## src/rtl/fifo_upsize_wide.sv

```systemverilog
`default_nettype none
// ============================================================================
// Module   : fifo_upsize_wide
// Function : Narrow-to-wide up-sizing FIFO. Accepts one DATA_WIDTH word per
//            write and presents RATIO packed words as one wide read word.
//            Per-entry even parity, almost-full/almost-empty thresholds,
//            synchronous flush, sticky error flags and fill-level count.
// Revision : 1.0 - initial release
// ============================================================================
module fifo_upsize_wide #(
    parameter int DATA_WIDTH = 8,
    parameter int RATIO      = 4,
    parameter int ADDR_WIDTH = 4,
    parameter int DEPTH      = 2**ADDR_WIDTH,
    parameter int AF_THRESH  = DEPTH - RATIO,
    parameter int AE_THRESH  = RATIO,
    parameter int READ_WIDTH = RATIO * DATA_WIDTH
) (
    input  logic                         clk,
    input  logic                         rst_n,
    input  logic [DATA_WIDTH-1:0]        w_data,
    input  logic                         wr_en,
    input  logic                         par_inject,
    output logic                         full,
    output logic                         almost_full,
    output logic [READ_WIDTH-1:0]        r_data,
    input  logic                         rd_en,
    output logic                         empty,
    output logic                         almost_empty,
    output logic [$clog2(DEPTH+1)-1:0]   count,
    output logic                         parity_error,
    input  logic                         flush,
    input  logic                         err_clr,
    output logic                         overflow,
    output logic                         underflow,
    output logic                         parity_sticky
);

    localparam int                 c_cnt_w     = $clog2(DEPTH + 1);
    localparam int                 c_ent_w     = DATA_WIDTH + 1;
    localparam logic [c_cnt_w-1:0] c_depth_cnt = c_cnt_w'(DEPTH);
    localparam logic [c_cnt_w-1:0] c_ratio_cnt = c_cnt_w'(RATIO);
    // RATIO == DEPTH truncates to 0, which is the correct modulo-DEPTH step
    localparam logic [ADDR_WIDTH-1:0] c_ratio_ptr = ADDR_WIDTH'(RATIO);

    // ------------------------------------------------------------------------
    // Parameter sanity checks
    // ------------------------------------------------------------------------
    if ((RATIO < 1) || ((RATIO & (RATIO - 1)) != 0)) begin : g_chk_ratio_pow2
        $error("fifo_upsize_wide: RATIO must be a power of 2");
    end
    if (RATIO > DEPTH) begin : g_chk_ratio_depth
        $error("fifo_upsize_wide: RATIO must not exceed DEPTH");
    end
    if (AF_THRESH > DEPTH) begin : g_chk_af_thresh
        $error("fifo_upsize_wide: AF_THRESH must not exceed DEPTH");
    end

    // ------------------------------------------------------------------------
    // Storage and state
    // ------------------------------------------------------------------------
    logic [c_ent_w-1:0]    r_mem [DEPTH];
    logic [ADDR_WIDTH-1:0] r_wr_ptr;
    logic [ADDR_WIDTH-1:0] r_rd_ptr;
    logic [c_cnt_w-1:0]    r_count;
    logic [c_cnt_w-1:0]    w_count_nxt;
    logic                  r_run;
    logic                  r_overflow;
    logic                  r_underflow;
    logic                  r_parity_sticky;

    logic                  w_full;
    logic                  w_empty;
    logic                  w_wr_fire;
    logic                  w_rd_fire;
    logic                  w_flush;
    logic                  w_ovf_set;
    logic                  w_unf_set;
    logic                  w_par_set;
    logic [READ_WIDTH-1:0] w_head;
    logic [RATIO-1:0]      w_head_perr;
    logic                  w_parity_error;

    // Reset release is retimed to the clock: the core stays idle for the
    // first edge after rst_n rises so the first write lands on the second.
    always_ff @(posedge clk or negedge rst_n) begin
        if (!rst_n) r_run <= 1'b0;
        else        r_run <= 1'b1;
    end

    // ------------------------------------------------------------------------
    // Handshake qualification; full blocks writes even alongside a read
    // ------------------------------------------------------------------------
    assign w_full    = (r_count == c_depth_cnt);
    assign w_empty   = (r_count <  c_ratio_cnt);
    assign w_wr_fire = r_run & wr_en & ~w_full;
    assign w_rd_fire = r_run & rd_en & ~w_empty;
    assign w_flush   = r_run & flush;

    // Next fill level: +1 per accepted write, -RATIO per accepted read
    always_comb begin
        w_count_nxt = r_count;
        if (w_wr_fire) w_count_nxt = w_count_nxt + c_cnt_w'(1);
        if (w_rd_fire) w_count_nxt = w_count_nxt - c_ratio_cnt;
    end

    // Pointer and count update; flush overrides any concurrent transfer
    always_ff @(posedge clk or negedge rst_n) begin
        if (!rst_n) begin
            r_wr_ptr <= '0;
            r_rd_ptr <= '0;
            r_count  <= '0;
        end else if (w_flush) begin
            r_wr_ptr <= '0;
            r_rd_ptr <= '0;
            r_count  <= '0;
        end else begin
            if (w_wr_fire) r_wr_ptr <= r_wr_ptr + ADDR_WIDTH'(1);
            if (w_rd_fire) r_rd_ptr <= r_rd_ptr + c_ratio_ptr;
            if (w_wr_fire || w_rd_fire) r_count <= w_count_nxt;
        end
    end

    // Storage write: data plus even-parity bit (optionally corrupted)
    always_ff @(posedge clk) begin
        if (w_wr_fire && !w_flush) begin
            r_mem[r_wr_ptr] <= {(^w_data) ^ par_inject, w_data};
        end
    end

    // ------------------------------------------------------------------------
    // Head word assembly: entry rd_ptr+k lands in lane k (oldest at LSB)
    // ------------------------------------------------------------------------
    for (genvar k = 0; k < RATIO; k++) begin : g_head
        logic [ADDR_WIDTH-1:0] w_idx;
        logic [c_ent_w-1:0]    w_ent;
        assign w_idx = r_rd_ptr + ADDR_WIDTH'(k);
        assign w_ent = r_mem[w_idx];
        assign w_head[k*DATA_WIDTH +: DATA_WIDTH] = w_ent[DATA_WIDTH-1:0];
        // Stored entry has even parity overall when intact
        assign w_head_perr[k] = ^w_ent;
    end

    assign w_parity_error = ~w_empty & (|w_head_perr);

    // ------------------------------------------------------------------------
    // Sticky error flags; a set event beats err_clr in the same cycle
    // ------------------------------------------------------------------------
    assign w_ovf_set = r_run & wr_en & w_full;
    assign w_unf_set = r_run & rd_en & w_empty;
    assign w_par_set = w_rd_fire & w_parity_error;

    // Sticky flag registers, written only on a set or clear event
    always_ff @(posedge clk or negedge rst_n) begin
        if (!rst_n) begin
            r_overflow      <= 1'b0;
            r_underflow     <= 1'b0;
            r_parity_sticky <= 1'b0;
        end else begin
            if (w_ovf_set || err_clr) r_overflow      <= w_ovf_set;
            if (w_unf_set || err_clr) r_underflow     <= w_unf_set;
            if (w_par_set || err_clr) r_parity_sticky <= w_par_set;
        end
    end

    // ------------------------------------------------------------------------
    // Outputs; every flag is combinational from the current count
    // ------------------------------------------------------------------------
    assign full          = w_full;
    assign empty         = w_empty;
    assign almost_full   = (int'(r_count) >= AF_THRESH);
    assign almost_empty  = (int'(r_count) <  AE_THRESH);
    assign count         = r_count;
    assign r_data        = w_empty ? '0 : w_head;
    assign parity_error  = w_parity_error;
    assign overflow      = r_overflow;
    assign underflow     = r_underflow;
    assign parity_sticky = r_parity_sticky;

endmodule
`default_nettype wire

```

## config.mk

```make
export PLATFORM = sky130hd
export DESIGN_NAME = fifo_upsize_wide
export DESIGN_NICKNAME = d
export VERILOG_FILES = /design/src/rtl/fifo_upsize_wide.sv
export SDC_FILE = /design/constraint.sdc
export NUM_CORES = 1
export LEC_CHECK = 0
export BUFFER_PORTS_ARGS = -buffer_cell sky130_fd_sc_hd__clkbuf_2
export CAP_MARGIN = 20
export CORE_MARGIN = 3
export CORE_UTILIZATION = 50
export CTS_CLUSTER_SIZE = 40
export DETAILED_ROUTE_END_ITERATION = 16
export PLACE_DENSITY = 0.75
export SKIP_LAST_GASP = 1
export SLEW_MARGIN = 20
export SYNTH_ARGS = -nofsm -noshare
export SYNTH_HDL_FRONTEND = slang
export SYNTH_SLANG_ARGS = --single-unit
```

## constraint.sdc

```tcl
create_clock -name clk -period 5.9 [get_ports clk]
set_input_delay 0.885 -clock clk [delete_from_list [all_inputs] [get_ports clk]]
set_output_delay 0.885 -clock clk [all_outputs]
set_load 0.02 [all_outputs]
```

=== Word level (Yosys, flattened, before mapping) ===
Memory sizes are Yosys's and may differ from the RTL's.
Index checks and enable logic that the tools add are counted.

* Register bits: 17
* Bits in writable memories: 144
* Input bits: 15
* Output and inout bits: 45
* Word-level logic and storage cells: 57
* Memories kept: 1

* Add/subtract/negate cells: 7
* Order comparisons: 3
* Equal/unequal tests: 1
* Muxes and demuxes: 11
* Bitwise operators: 12
* Reduce and logical (&&, ||, !) cells: 15

{| class="wikitable"
|+ Memory list
! name !! words !! bits a word !! read ports !! clocked after memory_dff !! write ports !! line !! source
|-
| r_mem || 16 || 9 || 4 || 0 || 1 || 62 || <nowiki>logic [c_ent_w-1:0] r_mem [DEPTH];</nowiki>
|}

{| class="wikitable"
|+ Operators with widths
! kind !! number
|-
| 9-bit XOR reduction || 4
|-
| 32-bit two-way mux || 1
|-
| 5-bit two-way mux || 4
|-
| 4-bit two-way mux || 4
|-
| 5-bit by 3-bit less-than comparator with 1-bit output, second input constant || 2
|-
| 1-bit bitwise AND || 9
|-
| 4-bit by 1-bit adder with 4-bit output, second input constant || 2
|-
| 4-bit by 2-bit adder with 4-bit output, second input constant || 2
|-
| 8-bit XOR reduction || 1
|-
| 2-bit nonzero test || 3
|-
| 5-bit by 1-bit adder with 5-bit output, second input constant || 1
|-
| 5-bit equality test, second input constant || 1
|-
| 5-bit by 4-bit >= comparator with 1-bit output, second input constant || 1
|-
| 5-bit by 3-bit subtractor with 5-bit output, second input constant || 1
|-
| 4-bit by 3-bit adder with 4-bit output, second input constant || 1
|-
| 1-bit logical OR || 4
|-
| 4-bit OR reduction || 1
|-
| 1-bit two-way mux || 2
|-
| 1-bit inverter || 2
|-
| 1-bit logical AND || 1
|-
| 1-bit zero test || 1
|-
| 1-bit bitwise XOR || 1
|}

=== Logic depth before layout (Yosys ltp) ===
Gate-level depths: netlist of run 1.

* Depth in word-level cells: 8
* Mapped depth: 11
* Depth with buffers taken out: 11

=== Worst setup path after synthesis of run 1 ===
Ideal clock, no wire load.

* Path type: flip-flop to output port
* Start point: register r_rd_ptr[2]
* End point: output port parity_error
* Arrival: 2221 ps
* Data required time: 5015 ps
* Setup slack: 2794 ps
* Stages on the path, launching flop included: 8
* Path buffers: 1
* Cell sequence: dfrtp_1 buf_4 mux4_1 xor2_1 xnor3_2 xnor2_1 nor4_2 nor2_1

* Cells in the longest elaborated chain, start to end: 5
* Elaborated cells on any way between the ends: 10

{| class="wikitable"
|+ RTL lines
! item !! line !! source
|-
| start, declared || 64 || <nowiki>logic [ADDR_WIDTH-1:0] r_rd_ptr;</nowiki>
|-
| start signal, assigned || 119 || <nowiki>if (w_rd_fire) r_rd_ptr <= r_rd_ptr + c_ratio_ptr;</nowiki>
|-
| 4-bit by 1-bit adder with 4-bit output / 4-bit by 2-bit adder with 4-bit output (equally long branches) || 137 || <nowiki>assign w_idx = r_rd_ptr + ADDR_WIDTH'(k);</nowiki>
|-
| memory read 16 x 9 bit * || -- ||
|-
| 9-bit XOR reduction || 141 || <nowiki>assign w_head_perr[k] = ^w_ent;</nowiki>
|-
| 4-bit OR reduction * || 144 || <nowiki>assign w_parity_error = ~w_empty & (|w_head_perr);</nowiki>
|-
| 1-bit bitwise AND * || 144 ||
|-
| end, declared || 31 || <nowiki>output logic parity_error,</nowiki>
|}

Every way passes the cells marked *; elsewhere a longest branch is shown, timed or not.

=== Worst setup path in the final report of run 1 ===
* Start point: register r_rd_ptr[3]
* End point: output port parity_error

The elaborated chain is that of the path after synthesis.

==> flow_metrics.tcl, run 1 <==
set metrics [dict create \
    cts_buffer_depth 2 \
    fin_cells 614 \
    dr.first_iter.drc_count 345 \
    rsz0062_at_grt "no" \
    critPathKind "flip-flop to output port" \
    ios 60 \
    final_nets 451 \
    cts_sinks 159 \
    hpwlAfterDp_um 7861 \
    ys_top_cells_by_area "edfxtp_1 64%, mux4_2 11%, dfrtp_1 5.6%, xnor2_1 3.0%, nor2b_1 3.0%" \
    wirelength_um 12410 \
    grt_usage_pct 18.54 \
    cts_buffers 17 \
    end_kind "output port" \
    grt_antenna_before_repair 0 \
    crit_required_ps 5020 \
    grt_use_met1_pct 25.65 \
    met2_usage_pct 29.04 \
    area_delta_synth_final_pct 15.68 \
    synth_common_cells "144 x edfxtp_1, 32 x mux4_2, 32 x nor2b_1" \
    finalSetupViolCount 0 \
    status "complete, no violations" \
    cts_root_buffer "clkbuf_16" \
    core-area_sq_um 12880 \
    synth.largest_area_cell "edfxtp_1" \
    rows 41 \
    start_kind "flip-flop" \
    max_freq_mhz 231.3 \
    yosysMostFrequentCell "edfxtp_1" \
    netlist_area_sq_um 6728 \
    ctsResizeCount 0 \
    tns_ps 0 \
    die_x_um 122.0 \
    cts_hold_buf 0 \
    wl_per_cell_um 20.21 \
    netlist_instances 361 \
    cp_slowest_stage_delay_ps 780 \
    netlist-cell-type-count 33 \
    synthFlopType "edfxtp_1" \
    dr.pass1.iters 4 \
    critPathTopFamily "XOR/XNOR gates" \
    gr-max-usage-layer "met2" \
    die_area_sq_um 14880 \
    fin_ws_ps 1576 \
    grt_start_max_net_pins 39 \
    clock_latency_ps 420 \
    critPathBufInv 2 \
    timing.final.crit_period_ps 4324 \
    async_reset_ff_share_pct 9.434 \
    grt_pass1_wl_um 19740 \
    r2r_start "count[0]" \
    postCtsSetupBuffers 0 \
    synth_top_area_share_pct 64.27 \
    hold-worst-slack_ps 372.2 \
    ant_nets 0 \
    avgSynthCellArea_sq_um 18.64 \
    clk_pin_slew_ps 60 \
    initial_core_util_pct 52.25 \
    crit_arrival_ps 3440 \
    slew_viol_final 0 \
    first_global_vias 3456 \
    drive_above_1_share_pct 29.86 \
    vias_per_cell 5.368 \
    maxCapViolCount 0 \
    worst_pin_slew_ps 842.1 \
    yosys_warnings 0 \
    synth-edff-count 144 \
    crit_chain "buf_4, mux4_2, xor2_1, xnor3_1, xnor2_1, nor4_2, nor2_1, clkbuf_2" \
    skew_ps 8.705 \
    cp_max_fo 23 \
    p_total_mw 3.817 \
    dp.cells 582 \
    relSlewSlack_pct 43.65 \
    antennaDiodeCount 0 \
    synthesis.nets 383 \
    ys_ff_latch 159 \
    final-hold-violation-count 0 \
    crit_path_start "r_rd_ptr[3]" \
    post-route-drc-count 0 \
    die_y_um 122.0 \
    hp-class "input port to asynchronous set/reset pin" \
    yosysSeqAreaShare_pct 69.85 \
    dr_total_vias 3296 \
    gr-total-overflow 0 \
    pre_cts_slack_ps 1774 \
    io_buffers 59 \
    place_congestion 0.7620 \
    cts_max_level 4 \
    irDropWorstVdd_mv 0.4374 \
    grt_util_met3_pct 4.550 \
    p_leak_nw 2.748 \
    powerDensity_nw_per_um2 490.5 \
    cts_tree "built" \
    fin_crit_sh_pct 73.28 \
    crit_slowest_cell "dfrtp_1" \
]
## cell type report
type / instances / area, sq um
Sequential cell: 159 / 4703
Multi-Input combinational cell: 183 / 1934
Fill cell: 901 / 5094
Clock buffer: 23 / 510.5
Inverter: 5 / 18.77
Timing Repair Buffer: 63 / 325.3
Tap cell: 172 / 215.2
Clock inverter: 9 / 75.07
## worst reg2reg max path: cells and delay by family (launching register included)
family	cells	cell delay, ps
flip-flops	1	430
adder cells (fa/ha/maj)	1	190
AND/OR/NAND/NOR	5	2130
buffers and inverters	1	70
## path summary, 6_finish.rpt
path,slack [ps],depth (start not counted),end
setup / recovery,1580,8,parity_error
hold / removal,370,1,count[4]
setup reg to reg,2720,7,r_mem[15][1]
hold reg to reg,510,1,underflow
max in group asynchronous,5210,1,r_rd_ptr[2]
min in group clk,510,1,underflow
## per-layer routing
layer	wire [um]	share of wire, %
met5	0	0
met4	150	1.2
met3	632	5.1
met2	6197	50
met1	5431	44
## sequential cells by signal (all words and copies together) (netlist names)
name / count
count: 5
overflow: 1
parity_sticky: 1
r_mem: 144
r_rd_ptr: 2
r_run: 1
r_wr_ptr: 4
underflow: 1
## metrics by stage
step                util [%]  area, sq um
detailed placement     55.82         7187
floorplan                  -         6728
CTS                    60.36         7772
finish                 60.44         7782
global route           60.44         7782
global placement       55.82         7187
## where the power goes
group | internal (mW) | total, mW | switching [mW] | leakage (nW)
combinational | 0.607 | 1.36 | 0.754 | 0.957
sequential | 1.30 | 1.40 | 0.100 | 1.49
clock | 0.650 | 1.06 | 0.411 | 0.299
total | 2.55 | 3.82 | 1.26 | 2.75
## cells by family after synthesis
| group | after synthesis | share of synthesized area [%] |
|---|---|---|
| xor gates and xnor gates | 47 | 6.955 |
| and+or+nand+nor | 83 | 7.030 |
| adders and majority gates | 7 | 1.302 |
| muxes | 36 | 12.27 |
| AOI/OAI and AO/OA | 9 | 0.9486 |
| DFF | 159 | 69.85 |
| buffers and inverters | 19 | 1.581 |
| other | 1 | 0.05574 |
## placed cells by master (no fill, tap or decap), types with 3 or more instances in the layout
cell type and instances:
buf_4 4, and2_1 18, inv_4 4, xnor2_1 22
clkbuf_2 59, clkinv_2 4, xor2_1 20, nand4_1 3
clkbuf_16 19, nor2_1 13, nand2_1 10, mux4_1 4
xnor3_1 3, dfrtp_1 14, mux4_2 32, ha_1 7
edfxtp_1 144, nor2b_1 32, inv_1 5
Power figures use the tool's default switching activity.
==> run 2, diff against run 1 <==
Clock period 5.9 ns to 4.3 ns, I/O delays scaled along.
==> flow_metrics.tcl, run 2 (same netlist as run 1, synthesis figures left out) <==
set metrics [dict create \
    cts_buffer_depth 2 \
    ff2ff_path_depth 7 \
    cts_max_level 4 \
    wl_per_cell_um 20.15 \
    cts_root_buffer "clkbuf_16" \
    critPathTopFamily "XOR/XNOR gates" \
    rows 41 \
    dr.pass1.iters 4 \
    cts_sinks 159 \
    final_cell_mix "144 x edfxtp_1, 59 x clkbuf_2, 32 x mux4_2, 32 x nor2b_1, 22 x xnor2_1" \
    slew_viol_final 0 \
    cts_buffers 17 \
    crit_arrival_ps 3160 \
    largest_register_ffs 144 \
    grt_start_max_net_pins 39 \
    final-hold-violation-count 0 \
    final_nets 451 \
    worst_pin_slew_ps 722.1 \
    powerDensity_nw_per_um2 658.3 \
    finalSetupViolCount 0 \
    crit_slowest_cell "mux4_2" \
    first_global_vias 3482 \
    status "complete, no violations" \
    io_buffers 59 \
    grt_antenna_before_repair 0 \
    cts_hold_buf 0 \
    cts_tree "built" \
    irDropWorstVdd_mv 0.5104 \
    max_freq_mhz 262.9 \
    antennaDiodeCount 0 \
    start_kind "flip-flop" \
    grt_usage_pct 18.20 \
    rsz0062_at_grt "no" \
    post-route-drc-count 0 \
    p_leak_nw 2.699 \
    top_register "r_mem" \
    maxCapViolCount 0 \
    dr.first_iter.drc_count 335 \
    gr-total-overflow 0 \
    ant_nets 0 \
    postCtsSetupBuffers 0 \
    r2r_start "r_rd_ptr[2]" \
    p_total_mw 5.080 \
    ios 60 \
    dr_total_vias 3298 \
    die_x_um 122.0 \
    tns_ps 0 \
    crit_required_ps 3650 \
    skew_ps 8.374 \
    hp-class "input port to asynchronous set/reset pin" \
    grt_pass1_wl_um 19460 \
    critPathKind "flip-flop to output port" \
    cp_slowest_stage_delay_ps 570 \
    place_congestion 0.7480 \
    reg2reg_to "parity_sticky" \
    area_delta_synth_final_pct 14.71 \
    die_area_sq_um 14880 \
    clock_latency_ps 420 \
    hpwlAfterDp_um 7777 \
    drive_above_1_share_pct 27.89 \
    cp_max_fo 36 \
    timing.final.crit_period_ps 3804 \
    crit_chain "buf_12, mux4_2, xor2_1, xnor3_2, xnor2_1, nor4_2, nor2_1, clkbuf_2" \
    rrSetupSlack_ps 1530 \
    final_common_cell "edfxtp_1" \
    relSlewSlack_pct 51.62 \
    wirelength_um 12350 \
    ctsResizeCount 0 \
    core-area_sq_um 12880 \
    end_kind "output port" \
    critPathBufInv 2 \
    vias_per_cell 5.380 \
    die_y_um 122.0 \
    clk_pin_slew_ps 60 \
    fin_crit_sh_pct 88.47 \
    initial_core_util_pct 52.25 \
]
==> run 2: cell count changes in the layout (fill, tap and decap cells not counted) <==
cell | previous run | this run
dfrtp_4 | 1 | 0
clkbuf_16 | 19 | 17
clkbuf_8 | 2 | 0
clkinvlp_4 | 0 | 1
inv_4 | 4 | 0
clkinv_2 | 4 | 2
dfrtp_2 | 0 | 1
buf_4 | 4 | 3
clkinv_1 | 0 | 8
buf_12 | 0 | 1
==> run 2: area by class of cell <==
type | instances | area (sq um)
clock buffers | 19 | 432.9
clock inverters | 12 | 77.57
fillers | 948 | 5159
inverters | 5 | 18.77
multi-input cells | 183 | 1934
flip-flops and latches | 159 | 4701
well taps | 172 | 215.2
repair buffers | 63 | 337.8
==> run 2: through the flow <==
| step | hold slack (ps) | cell area, sq um | instances | worst slack [ps] | utilization [%] |
|---|---|---|---|---|---|
| after global placement | 478.5 | 7199 | 582 | 957.1 | 55.91 |
| after floorplan | 349.4 | 6728 | 361 | 1434 | - |
| after global routing | 138.9 | 7717 | 613 | 300.1 | 59.94 |
| final | 127.3 | 7717 | 613 | 496.0 | 59.94 |
| after detailed placement | 499.7 | 7199 | 582 | 895.7 | 55.91 |
| after CTS | 130.9 | 7710 | 613 | 427.1 | 59.88 |
==> run 2: worst reg2reg max path, stage by stage, from the launching register on <==
cell and delay [ps]:
dfrtp_2 400, buf_12 290, mux4_2 600, xor2_1 180, xnor3_2 440, xnor2_1 170
nor4_2 420, o2bb2ai_1 140
==> run 2: metal layers <==
metal  track usage (%)  vias up  part of all wire, %
li1                  -     1519                    -
met1             25.33     1676                   42
met2             28.52       93                   51
met3             4.410       10                  5.8
met4             6.373        0                  1.0
met5                 0        -                    0
==> run 2: report_power, final <==
group          leakage (nW)  total, mW  internal, mW  switching (mW)
combinational         0.960       1.94         0.838            1.10
sequential             1.49       1.84          1.78          0.0620
clock                 0.246       1.30         0.772           0.531
==> run 2: worst max-delay path by stage <==
stage	start	end	slack, ps	depth (start not counted)
floorplan	r_rd_ptr[2]	parity_error	1430	7
global placement	r_rd_ptr[2]	parity_error	960	8
detailed placement	r_rd_ptr[2]	parity_error	900	8
CTS	r_rd_ptr[2]	parity_error	430	8
global route	r_rd_ptr[2]	parity_error	300	8
finish	r_rd_ptr[2]	parity_error	500	8
